--- config.mk ---
export PLATFORM = sky130hd
export DESIGN_NAME = branch_resolver
export DESIGN_NICKNAME = d
export VERILOG_FILES = /design/src/rtl/branch_resolver_pkg.sv /design/src/rtl/branch_resolver_sat_event_counter.sv /design/src/rtl/branch_resolver.sv
export SDC_FILE = /design/constraint.sdc
export NUM_CORES = 1
export LEC_CHECK = 0
export ABC_AREA = 1
export BUFFER_PORTS_ARGS = -buffer_cell sky130_fd_sc_hd__buf_2
export CORE_MARGIN = 3
export CORE_UTILIZATION = 30
export CTS_CLUSTER_SIZE = 16
export DETAILED_ROUTE_END_ITERATION = 16
export GPL_ROUTABILITY_DRIVEN = 0
export PLACE_DENSITY = 0.59
export SLEW_MARGIN = 20
export SYNTH_ARGS = -nofsm -noshare
export SYNTH_HDL_FRONTEND = slang
export SYNTH_HIERARCHICAL = 1
export SYNTH_SLANG_ARGS = --single-unit
--- constraint.sdc ---
create_clock -name clk -period 5.65 [get_ports clk]
set_clock_uncertainty 0.2 [all_clocks]
set_input_delay 1.13 -clock clk [delete_from_list [all_inputs] [get_ports clk]]
set_output_delay 1.13 -clock clk [all_outputs]
set_load 0.01 [all_outputs]
--- src/rtl/branch_resolver_pkg.sv ---
// Shared definitions for the branch resolver: counter encodings, update rule, FSM states.
package branch_resolver_pkg;

  localparam int unsigned IDX_W_DEF = 5;
  localparam int unsigned XLEN_DEF  = 32;
  localparam int unsigned CNT_W_DEF = 32;

  // 2-bit predictor counter encodings; bit 1 is the taken prediction
  localparam logic [1:0] SNT = 2'b00;
  localparam logic [1:0] WNT = 2'b01;
  localparam logic [1:0] WT  = 2'b10;
  localparam logic [1:0] ST  = 2'b11;

  typedef enum logic [0:0] {
    IDLE  = 1'b0,
    FLUSH = 1'b1
  } state_t;

  // Saturating +/-1 step of a 2-bit predictor counter
  function automatic logic [1:0] next_cnt(input logic [1:0] cnt, input logic taken);
    if (taken) begin
      return (cnt == ST) ? ST : cnt + 2'd1;
    end
    return (cnt == SNT) ? SNT : cnt - 2'd1;
  endfunction

endpackage

--- src/rtl/branch_resolver_sat_event_counter.sv ---
// Event counter that sticks at all-ones instead of wrapping.
module sat_event_counter #(
  parameter int unsigned CNT_W = 32
) (
  input  logic             clk,
  input  logic             reset_n,
  input  logic             inc,
  output logic [CNT_W-1:0] count
);

  // Count one event per cycle while below the saturation value
  always_ff @(posedge clk or negedge reset_n) begin
    if (!reset_n) begin
      count <= '0;
    end else if (inc && (count != {CNT_W{1'b1}})) begin
      count <= count + CNT_W'(1);
    end
  end

endmodule

--- src/rtl/branch_resolver.sv ---
// Branch resolution: compares predictions with EX outcomes, drives flush/redirect,
// predictor-table write-back and misprediction statistics.
module branch_resolver
  import branch_resolver_pkg::*;
#(
  parameter int unsigned IDX_W = IDX_W_DEF,
  parameter int unsigned XLEN  = XLEN_DEF,
  parameter int unsigned CNT_W = CNT_W_DEF
) (
  input  logic             clk,
  input  logic             reset_n,
  input  logic             stall,
  input  logic             id_valid,
  input  logic             id_is_branch,
  input  logic [XLEN-1:0]  id_pc,
  input  logic [1:0]       id_pred,
  input  logic             ex_taken,
  input  logic [XLEN-1:0]  ex_target,
  output logic             flush,
  output logic [XLEN-1:0]  redirect_pc,
  output logic             upd_valid,
  output logic [IDX_W-1:0] upd_idx,
  output logic [1:0]       upd_state,
  output logic [CNT_W-1:0] branch_cnt,
  output logic [CNT_W-1:0] mispred_cnt
);

  localparam int unsigned PC_STEP = 4;

  state_t          state;
  logic            ex_valid;
  logic [XLEN-1:0] ex_pc;
  logic [1:0]      ex_pred;
  logic            resolve_c;
  logic            mispred_c;

  // A branch resolves only from IDLE with the pipeline moving
  assign resolve_c = (state == IDLE) && ex_valid && !stall;
  assign mispred_c = resolve_c && (ex_pred[1] != ex_taken);

  // FSM, EX entry and registered update/flush outputs
  always_ff @(posedge clk or negedge reset_n) begin
    if (!reset_n) begin
      state       <= IDLE;
      ex_valid    <= 1'b0;
      ex_pc       <= '0;
      ex_pred     <= SNT;
      flush       <= 1'b0;
      redirect_pc <= '0;
      upd_valid   <= 1'b0;
      upd_idx     <= '0;
      upd_state   <= SNT;
    end else begin
      flush     <= 1'b0;
      upd_valid <= 1'b0;
      case (state)
        IDLE: begin
          if (!stall) begin
            ex_valid <= id_valid & id_is_branch;
            ex_pc    <= id_pc;
            ex_pred  <= id_pred;
          end
          if (resolve_c) begin
            upd_valid <= 1'b1;
            upd_idx   <= ex_pc[IDX_W+1:2];
            upd_state <= next_cnt(ex_pred, ex_taken);
          end
          if (mispred_c) begin
            flush       <= 1'b1;
            redirect_pc <= ex_taken ? ex_target : ex_pc + XLEN'(PC_STEP);
            state       <= FLUSH;
          end
        end
        FLUSH: begin
          // Wrong-path EX entry is dropped and ID is ignored, even under stall
          ex_valid <= 1'b0;
          state    <= IDLE;
        end
        default: begin
          ex_valid <= 1'b0;
          state    <= IDLE;
        end
      endcase
    end
  end

  sat_event_counter #(.CNT_W(CNT_W)) u_branch_cnt (
    .clk     (clk),
    .reset_n (reset_n),
    .inc     (resolve_c),
    .count   (branch_cnt)
  );

  sat_event_counter #(.CNT_W(CNT_W)) u_mispred_cnt (
    .clk     (clk),
    .reset_n (reset_n),
    .inc     (mispred_c),
    .count   (mispred_cnt)
  );

endmodule

==> results_dict.tcl <==
set metrics [dict create \
    firstDrtPassIters 5 \
    internal_power_mw 2.10 \
    cp_max_fo 54 \
    seq_area_frac_synth 0.412 \
    area_growth_pct 20.6 \
    run_status "complete, no violations" \
    p_clk_frac 0.403 \
    synthSimpleGateAreaFrac 0.436 \
    grt_pass1_vias 7978 \
    power_density_nw_per_um2 296 \
    diodes 0 \
    grt_setup_unrepaired "false" \
    fin_crit_sh 0.618 \
    peakVddDrop_v 0.000173 \
    root_buffer "clkbuf_16" \
    path_cells "buf_2, inv_2, a21oi_2, nand2_2, inv_2, inv_1, nor2_1, nand2_1, nor2_1, nand3_1, nand2_1, nand2_1" \
    clockBufferDepth 2 \
    post_cts_resized 0 \
    pwr-share-comb 0.178 \
    clkLatencyLatePin_ps 420 \
    final-setup-viol-count 0 \
    synth_fp_nets 1309 \
    cts_tree "yes" \
    place.port_buffers 176 \
    synth_adder_area_share 0.00442 \
    sw_frac_of_total 0.306 \
    rrSetupSlack_ps 2710 \
    drcViolationCount 0 \
    initial_core_util 0.310 \
    pin_count 177 \
    power.switching_mw 0.930 \
    required_ps 5760 \
    max_stage_delay_ps 370 \
    fp.coreArea_um2 27400 \
    synth_xor_area_frac 0.0247 \
    fin_nets 1477 \
    critPathArrivalTime_ps 3600 \
    r2r-end "u_mispred_cnt/count[18]" \
    final_util 0.374 \
    hold_end "redirect_pc[26]" \
    ant_nets 0 \
    post_cts_buffers 0 \
    drive_gt1_frac 0.191 \
    final.min_clock_period_ps 3490 \
    synth_cells 1234 \
    path_class "input port to flop" \
    grt_max_degree 102 \
    htree_levels 4 \
    synth.ff_latch_count 140 \
    place_ws_ps 1760 \
    route.vias.total 8300 \
    fmax_mhz 286 \
    die_w_um 174 \
    rr_worst_depth 12 \
    globalRouteOverflowTotal 0 \
    critPathMostFrequentCell "nand2_1" \
    setup_tns_ps 0 \
    finalWirelength_mm 25.7 \
    numCtsBuffers 17 \
    hold_viol 0 \
    tightest_slew_ps 926 \
    fp-row-count 60 \
    hp-class "flop to flop" \
    synth_compound_area_frac 0.0452 \
    yosysWarnings 6 \
    clk_pin_slew_ps 60 \
    wire_per_inst_um 14.4 \
    pwr-share-seq 0.419 \
    synth_top_family_by_area "simple AND/OR/NAND/NOR gates" \
    crit_slowest_cell "inv_2" \
    p_leak_nw 5.03 \
    place_hpwl_mm 19.2 \
    grt_usage 0.170 \
    synthMuxAreaShare 0 \
    crit_path_end_kind "flop" \
    syn_area_um2 8500 \
    maxSlewViolCount 0 \
    grt_pass1_wl_mm 41.8 \
    start_kind "input port" \
    die_height_um 174 \
    place_area_um2 9620 \
    setup_slack_ps 2160 \
    postCtsHoldBufs 0 \
    hold_slack_ps 275 \
    min_from "redirect_pc[26]" \
    avgSynthCellArea_um2 6.88 \
    stdcell_area_um2 10200 \
    nFillCells 2948 \
    die_area_um2 30400 \
    grt_antenna_before_repair 0 \
    r2r_start "flush" \
    clock_sinks 140 \
    synth_cell_type_count 32 \
    slew_headroom 0.383 \
    hold_depth 2 \
    viasPerCell 4.64 \
    drt_iter0_markers 554 \
    drv_cap 0 \
]
-- cells in the final DEF, fill, tap and decap left out --
cell type | Yosys | routed
inv_1 | 103 | 103
nor2_1 | 189 | 188
clkbuf_8 | 3 | 1
o21bai_1 | 2 | 2
nor2_8 | 1 | 1
xor2_1 | 9 | 9
nand2_2 | 19 | 19
clkbuf_16 | 0 | 17
inv_2 | 4 | 4
nor3_1 | 3 | 3
o211ai_1 | 3 | 3
nand2_1 | 499 | 499
buf_4 | 2 | 3
xnor2_1 | 15 | 15
a31oi_1 | 5 | 5
clkinvlp_4 | 0 | 2
ha_1 | 3 | 3
nor2_2 | 8 | 8
a21oi_2 | 4 | 4
dfrtp_1 | 140 | 140
nand2_4 | 7 | 7
nand4_1 | 20 | 20
nand3b_1 | 16 | 16
nand3_2 | 3 | 3
bufinv_16 | 0 | 4
o21ai_0 | 46 | 46
and2_1 | 1 | 1
nand3_1 | 80 | 80
buf_2 | 5 | 175
a21oi_1 | 10 | 10
inv_6 | 0 | 3
clkbuf_1 | 7 | 2
nor2_4 | 14 | 15
clkinv_2 | 0 | 2
clkinv_4 | 0 | 2
-- per-layer routing --
metal | up-vias | share of wire | GRT usage
li1 | 4177 | - | -
met1 | 3883 | 0.46 | 0.225
met2 | 208 | 0.48 | 0.285
met3 | 32 | 0.043 | 0.0310
met4 | 0 | 0.017 | 0.0466
met5 | - | 0 | 0
-- flip-flops by register name, summed over array words and instances (netlist names) --
name / cells
ex_pc: 32
ex_valid: 1
flush: 1
redirect_pc: 32
u_mispred_cnt/count: 32
upd_state: 2
u_branch_cnt/count: 32
upd_idx: 5
ex_pred: 2
upd_valid: 1
-- synth_stat cells --
cell	number	area share
a21oi_1	10	0.0059
a21oi_2	4	0.0041
a31oi_1	5	0.0037
and2_1	1	0.00074
buf_1	1	0.00044
buf_2	5	0.0029
buf_4	2	0.0018
buf_6	10	0.013
buf_8	2	0.0035
clkbuf_1	7	0.0031
clkbuf_8	3	0.0049
dfrtp_1	140	0.41
ha_1	3	0.0044
inv_1	103	0.046
inv_2	4	0.0018
nand2_1	499	0.22
nand2_2	19	0.014
nand2_4	7	0.0093
nand3_1	80	0.047
nand3_2	3	0.0035
nand3b_1	16	0.014
nand4_1	20	0.015
nor2_1	189	0.084
nor2_2	8	0.0059
nor2_4	14	0.019
nor2_8	1	0.0024
nor3_1	3	0.0018
o211ai_1	3	0.0027
o21ai_0	46	0.027
o21bai_1	2	0.0018
xnor2_1	15	0.015
xor2_1	9	0.0093
-- critical path, delay by kind of cell --
kind | cells | cell delay [ps]
simple gates | 7 | 1080
buf+inv | 4 | 1070
compound gates | 1 | 300
-- per-stage QoR --
step / total power, mW / cells
after floorplan: 1.57 / 1234
after global placement: 1.84 / 1755
after CTS: 3.08 / 1787
final: 3.03 / 1787
after global routing: 3.20 / 1787
after detailed placement: 1.84 / 1755
-- final cells by class --
cell class                      instances  area [µm²]  share of cell area
Multi-Input combinational cell        957        4340               0.424
Clock buffer                           19         433              0.0422
Clock inverter                         13         189              0.0184
Sequential cell                       140        3500               0.342
Tap cell                              372         465              0.0454
Timing Repair Buffer                  179         912              0.0890
Inverter                              107         402              0.0392
-- power groups by stage --
stage / Sequential [mW] / Clock (mW) / Combinational, mW
after global routing: 1.29 / 1.29 / 0.614
after global placement: 1.29 / 0 / 0.550
final: 1.27 / 1.22 / 0.541
after detailed placement: 1.29 / 0 / 0.553
after floorplan: 1.33 / 0 / 0.248
after CTS: 1.27 / 1.25 / 0.556
-- kinds of logic after synthesis --
group	count (synthesis)
xor+xnor	24
simple gates	860
buf+inv	137
fa+ha+maj	3
compound gates	70
flops	140
-- worst max-delay path by stage --
| stage | startpoint | end | cells after the start |
|---|---|---|---|
| final | ex_taken | u_mispred_cnt/count[18] | 12 |
| after global routing | ex_taken | u_mispred_cnt/count[18] | 12 |
| after CTS | ex_taken | u_mispred_cnt/count[18] | 12 |
| after detailed placement | ex_taken | u_mispred_cnt/count[18] | 12 |
| after global placement | ex_taken | u_mispred_cnt/count[18] | 12 |
| after floorplan | stall | u_mispred_cnt/count[26] | 13 |
No activity file was read; power rests on OpenSTA's default activity.
